<file path="config.mk">
export PLATFORM = sky130hd
export DESIGN_NAME = ptch_pid_duty
export DESIGN_NICKNAME = d
export VERILOG_FILES = /design/src/rtl/ptch_pid_duty.sv
export SDC_FILE = /design/constraint.sdc
export NUM_CORES = 1
export LEC_CHECK = 0
export BUFFER_PORTS_ARGS = -buffer_cell sky130_fd_sc_hd__buf_4
export CAP_MARGIN = 20
export CELL_PAD_IN_SITES_DETAIL_PLACEMENT = 0
export CELL_PAD_IN_SITES_GLOBAL_PLACEMENT = 2
export CORE_ASPECT_RATIO = 0.5
export CORE_MARGIN = 5
export CORE_UTILIZATION = 30
export CTS_CLUSTER_SIZE = 25
export DETAILED_ROUTE_END_ITERATION = 16
export PLACE_DENSITY_LB_ADDON = 0.2
export SETUP_SLACK_MARGIN = 0.2
export SYNTH_ARGS = -nofsm -noshare
export SYNTH_HDL_FRONTEND = slang
export SYNTH_SLANG_ARGS = --single-unit
</file>
<file path="constraint.sdc">
create_clock -name clk -period 7.25 [get_ports clk]
set_input_delay 1.0875 -clock clk [delete_from_list [all_inputs] [get_ports clk]]
set_output_delay 1.0875 -clock clk [all_outputs]
set_load 0.02 [all_outputs]
</file>
<file path="src/rtl/ptch_pid_duty.sv">
// Pitch-loop PID and motor-duty generator.
// Stage 0 saturates the raw pitch sample to 10 bits. Stage 1 updates the
// anti-windup integrator and forms the derivative against a circular
// history. Stage 2 forms P+I+D and converts it to an offset, clamped duty
// with a direction bit.
module ptch_pid_duty #(
  parameter int          PTCH_W   = 16,
  parameter int          D_DEPTH  = 4,
  parameter int          D_GAIN   = 9,
  parameter int          I_SHIFT  = 1,
  parameter logic [11:0] MIN_DUTY = 12'h3D4,
  parameter logic [11:0] MAX_DUTY = 12'h7D0
) (
  input  logic                     clk,
  input  logic                     rst,
  input  logic signed [PTCH_W-1:0] ptch,
  input  logic                     vld,
  input  logic                     pwr_up,
  input  logic                     rider_off,
  output logic [11:0]              mtr_duty,
  output logic                     rev,
  output logic                     duty_vld,
  output logic                     duty_sat
);

  localparam int PTR_W = (D_DEPTH > 1) ? $clog2(D_DEPTH) : 1;
  localparam logic signed [PTCH_W-1:0] ERR_MAX = PTCH_W'(511);
  localparam logic signed [PTCH_W-1:0] ERR_MIN = PTCH_W'(-512);

  // ---------------- Stage 0 ----------------
  logic signed [9:0] err_sat;

  // Clip the raw sample into the signed 10-bit working range.
  always_comb begin
    err_sat = ptch[9:0];
    if (ptch > ERR_MAX)
      err_sat = 10'h1FF;
    else if (ptch < ERR_MIN)
      err_sat = 10'h200;
  end

  // ---------------- Stage 1: integrator ----------------
  logic signed [17:0] acc_reg;
  logic signed [17:0] acc_next;
  logic signed [17:0] acc_sum;
  logic signed [17:0] err_ext;
  logic               acc_ovf;

  assign err_ext = {{8{err_sat[9]}}, err_sat};
  assign acc_sum = acc_reg + err_ext;
  // Same-sign operands producing a different-sign sum means the add wrapped.
  assign acc_ovf = (acc_reg[17] == err_ext[17]) && (acc_sum[17] != acc_reg[17]);

  // Clear dominates; otherwise accumulate on a sample unless it would wrap.
  always_comb begin
    acc_next = acc_reg;
    if (rider_off || !pwr_up)
      acc_next = '0;
    else if (vld && !acc_ovf)
      acc_next = acc_sum;
  end

  // ---------------- Stage 1: derivative history ----------------
  logic [PTR_W-1:0]  ptr_reg;
  logic signed [9:0] hist_vec [D_DEPTH];
  logic signed [9:0] hist_old;
  logic signed [10:0] diff_full;
  logic signed [6:0]  diff_sat;

  // The entry under the pointer is the oldest one; it is read for the
  // derivative and then overwritten by the newest sample.
  genvar gi;
  generate
    for (gi = 0; gi < D_DEPTH; gi++) begin : g_hist
      logic signed [9:0] ent_reg;

      // History entry gi: only reset clears it, written when the pointer selects it.
      always_ff @(posedge clk) begin
        if (rst)
          ent_reg <= '0;
        else if (vld && (ptr_reg == PTR_W'(gi)))
          ent_reg <= err_sat;
      end

      assign hist_vec[gi] = ent_reg;
    end
  endgenerate

  assign hist_old  = hist_vec[ptr_reg];
  assign diff_full = {err_sat[9], err_sat} - {hist_old[9], hist_old};

  // Saturate the 11-bit difference into signed 7 bits.
  always_comb begin
    diff_sat = diff_full[6:0];
    if (diff_full > 11'sd63)
      diff_sat = 7'h3F;
    else if (diff_full < -11'sd64)
      diff_sat = 7'h40;
  end

  logic signed [9:0] s1_err_reg;
  logic signed [9:0] s1_err_i_reg;
  logic signed [6:0] s1_diff_reg;
  logic              s1_vld_reg;

  // Stage-1 registers: integrator, history pointer and operands for stage 2.
  always_ff @(posedge clk) begin
    if (rst) begin
      acc_reg      <= '0;
      ptr_reg      <= '0;
      s1_err_reg   <= '0;
      s1_err_i_reg <= '0;
      s1_diff_reg  <= '0;
      s1_vld_reg   <= 1'b0;
    end else begin
      acc_reg    <= acc_next;
      s1_vld_reg <= vld;
      if (vld) begin
        s1_err_reg   <= err_sat;
        s1_err_i_reg <= acc_next[17:8];
        s1_diff_reg  <= diff_sat;
        ptr_reg      <= (ptr_reg == PTR_W'(D_DEPTH - 1)) ? '0 : ptr_reg + PTR_W'(1);
      end
    end
  end

  // ---------------- Stage 2: PID and duty ----------------
  logic signed [13:0] err14;
  logic signed [13:0] erri14;
  logic signed [13:0] diff14;
  logic signed [13:0] gain14;
  logic signed [13:0] p_term;
  logic signed [13:0] i_term;
  logic signed [13:0] d_term;
  logic signed [13:0] pid;
  logic [13:0]        pid_mag;
  logic [13:0]        duty_raw;
  logic               duty_clamp;

  assign err14   = {{4{s1_err_reg[9]}}, s1_err_reg};
  assign erri14  = {{4{s1_err_i_reg[9]}}, s1_err_i_reg};
  assign diff14  = {{7{s1_diff_reg[6]}}, s1_diff_reg};
  assign gain14  = 14'(D_GAIN);
  assign p_term  = (err14 >>> 1) + (err14 >>> 2);
  assign i_term  = erri14 >>> I_SHIFT;
  assign d_term  = diff14 * gain14;
  assign pid     = p_term + i_term + d_term;
  assign pid_mag = pid[13] ? 14'(-pid) : pid;
  assign duty_raw   = {2'b00, MIN_DUTY} + pid_mag;
  assign duty_clamp = duty_raw > {2'b00, MAX_DUTY};

  // Output registers: update on a stage-1 sample, otherwise hold.
  always_ff @(posedge clk) begin
    if (rst) begin
      mtr_duty <= '0;
      rev      <= 1'b0;
      duty_sat <= 1'b0;
      duty_vld <= 1'b0;
    end else begin
      duty_vld <= s1_vld_reg;
      if (s1_vld_reg) begin
        if (!pwr_up) begin
          mtr_duty <= '0;
          rev      <= 1'b0;
          duty_sat <= 1'b0;
        end else begin
          mtr_duty <= duty_clamp ? MAX_DUTY : duty_raw[11:0];
          rev      <= pid[13];
          duty_sat <= duty_clamp;
        end
      end
    end
  end

endmodule

</file>
==> metrics <==
status completed; Worst Path Class, Setup flop to flop; total congestion overflow 0; clk buf depth 2; number of global-route vias before repair 6219; Placer Congestion 0.754; Tmin final 6.38 ns; initial antenna violation count 0; predominant post-synthesis flop cell dfxtp_1; Place WS 0.660 ns; antenna-violating nets left 0; Netlist cell types 75; async set or reset register ratio after synthesis 0; CP Cell Sequence inv_1 > ha_1 > inv_1 > ha_1 > inv_1 > fa_1 > inv_1 > fa_1 > ha_1 > a21oi_1 > o21a_1 > and2_1 > a211oi_4 > nor2_1 > xnor2_1 > ha_1 > inv_1 > nand2_1 > a21oi_1 > nor4_2 > nor3_1 > mux2_2 > o211a_2 > o32ai_1; CTS buffer count 9; CTS tree built; Worst path max stage delay 0.59 ns; Slowest-stage cell, CP a211oi_4; Register Area 2020 µm²; worst path bufs/invs 5; CTS sink count 101; first-pass GRT wire length 32900 µm; type of destination of the critical path flop; Tot GR Track Use 0.142; Max Clock Skew 0.0109 ns; Die W 235 µm; max reg flops 40; largest net degree at the start of global routing 81; most common cell in the netlist nor2_1; clock slew at reported path FFs 0.07 ns; Multi-input gate area 5030 µm²; DP HPWL 15600 µm; Critical Path AT 6.64 ns; Fin. Hold Viols 0; final count of negative-setup-slack endpoints 0; area delta synth->final 11.1%; Final #Nets 1058; Synth Register Bits 101; CP Max Fanout 16; IO Port Bufs 35; syn nets 1047; R2R setup slack 0.87 ns; Initial Utilization 0.303; sequential area share after synthesis 0.266; vias 6267; layout cells sized above 1 0.0952; core area 25100 µm²; placed cell area 8170 µm²; final wirelength 19800 µm; post-route cell area 8450 µm²; Mapped Cells 929; boundary pin count 36; Post-CTS Setup Repair Bufs 0; largest area contributor in the netlist dfxtp_1; Rows 41; post_cts resized 0; fillcell total 2650; Power Dens Cells 256 nW/µm²; CP top delay family adder cells; Root Driver clkbuf_16; clock latency on the worst-skew pair 0.36 ns; leakage dissipation 0.00361 µW; RSZ-0062 raised after global routing false; Worst EP required 7.51 ns; Achievable Freq 157 MHz; Final Max Slew Viols 0; routed length per placed instance 15.4 µm; antenna diode instance count 0; max-cap violations 0; H-tree levels 3; setup_tns 0 ns; final worst-path cycle share 0.880; vias per inst 4.86; Avg Cell Area, Syn 8.18 µm²; Most common cell on crit path inv_1; DIE HEIGHT 123 µm; Synth area leaders dfxtp_1, ha_1, nor2_1; Final WS setup 0.870 ns; Post-synth EDFFs 0; Die ar. 28800 µm²; DRC errors left 0; Peak VDD IR 0.0910 mV; Worst setup SP type flop; Post-CTS Hold Buffers 0; post-synthesis cell area 7600 µm²; worst hold-check path type flop to flop; Commonest cells post-synth nor2_1, inv_1, dfxtp_1; relative slew slack 0.353; DR iter-0 viols 328; post-synth top area share 0.266; slew of the pin with the lowest slew margin 0.961 ns; drt pass-1 iters 5; Ys Warns 0
## metal layers
layer,part of all wire,GRT usage,up-vias
met4,0.013,0.0353,0
li1,-,-,3244
met3,0.026,0.0236,13
met5,0,0,-
met1,0.50,0.192,2940
met2,0.46,0.239,70
## path summary, 6_finish.rpt
check / start / to / cells after the start
max: s1_diff_reg[6] / mtr_duty[0] / 24
min: g_hist[2].ent_reg[9] / g_hist[2].ent_reg[9] / 2
max reg2reg: s1_diff_reg[6] / mtr_duty[0] / 24
min reg2reg: g_hist[2].ent_reg[9] / g_hist[2].ent_reg[9] / 2
## logic make-up (layout without fill, tap and decap cells)
| group | Yosys count | count (layout) | share of synthesized area |
|---|---|---|---|
| XOR/XNOR | 43 | 43 | 0.0525 |
| flip-flops | 101 | 101 | 0.266 |
| adder cells (fa/ha/maj) | 97 | 97 | 0.185 |
| multiplexers | 32 | 32 | 0.0592 |
| AND/OR/NAND/NOR | 289 | 289 | 0.177 |
| buffers and inverters | 146 | 162 | 0.0736 |
| AO/OA/AOI/OAI | 221 | 221 | 0.187 |
## worst reg2reg max path: stages (launching register included)
cell      delay [ns]
dfxtp_1         0.49
inv_1           0.11
ha_1            0.28
inv_1           0.04
ha_1            0.26
inv_1           0.05
fa_1            0.53
inv_1           0.05
fa_1            0.43
ha_1            0.45
a21oi_1         0.10
o21a_1          0.24
and2_1          0.21
a211oi_4        0.59
nor2_1          0.11
xnor2_1         0.34
ha_1            0.29
inv_1           0.07
nand2_1         0.06
a21oi_1         0.09
nor4_2          0.53
nor3_1          0.10
mux2_2          0.29
o211a_2         0.30
o32ai_1         0.28
## cells in the final DEF (no fill, tap or decap), types with 10 or more instances in the layout
cell type and n:
mux4_2 10, ha_1 71, o21ai_0 20, xor2_1 17, buf_4 39, nor2_1 142
nand3_1 20, xnor2_1 23, dfxtp_1 101, mux2i_1 20, a211oi_1 10, inv_1 107
o21ai_1 12, o32ai_1 13, nand2_1 52, fa_1 26, a21oi_1 96
## cell type report
| type | count | area share |
|---|---|---|
| clock buffer | 11 | 0.0275 |
| clock inverter | 5 | 0.00444 |
| inverter | 107 | 0.0475 |
| multi-input combinational | 682 | 0.596 |
| sequential | 101 | 0.239 |
| tap | 344 | 0.0509 |
| timing repair buffer | 39 | 0.0347 |
## where the power goes
| group | leakage [µW] | total (µW) | internal, µW | switching [µW] |
|---|---|---|---|---|
| Clock | 0.000114 | 461 | 233 | 228 |
| Sequential | 0.000821 | 607 | 581 | 25.7 |
| Combinational | 0.00267 | 1090 | 431 | 663 |
## through the flow
stage	hold WS [ns]	instances	util	power [µW]
floorplan	0.433	929	-	1470
global placement	0.442	1273	0.326	1720
detailed placement	0.448	1273	0.326	1720
CTS	0.458	1289	0.337	2190
global route	0.498	1289	0.337	2350
finish	0.453	1289	0.337	2160
Note: power is estimated with default switching activity, not from simulation.
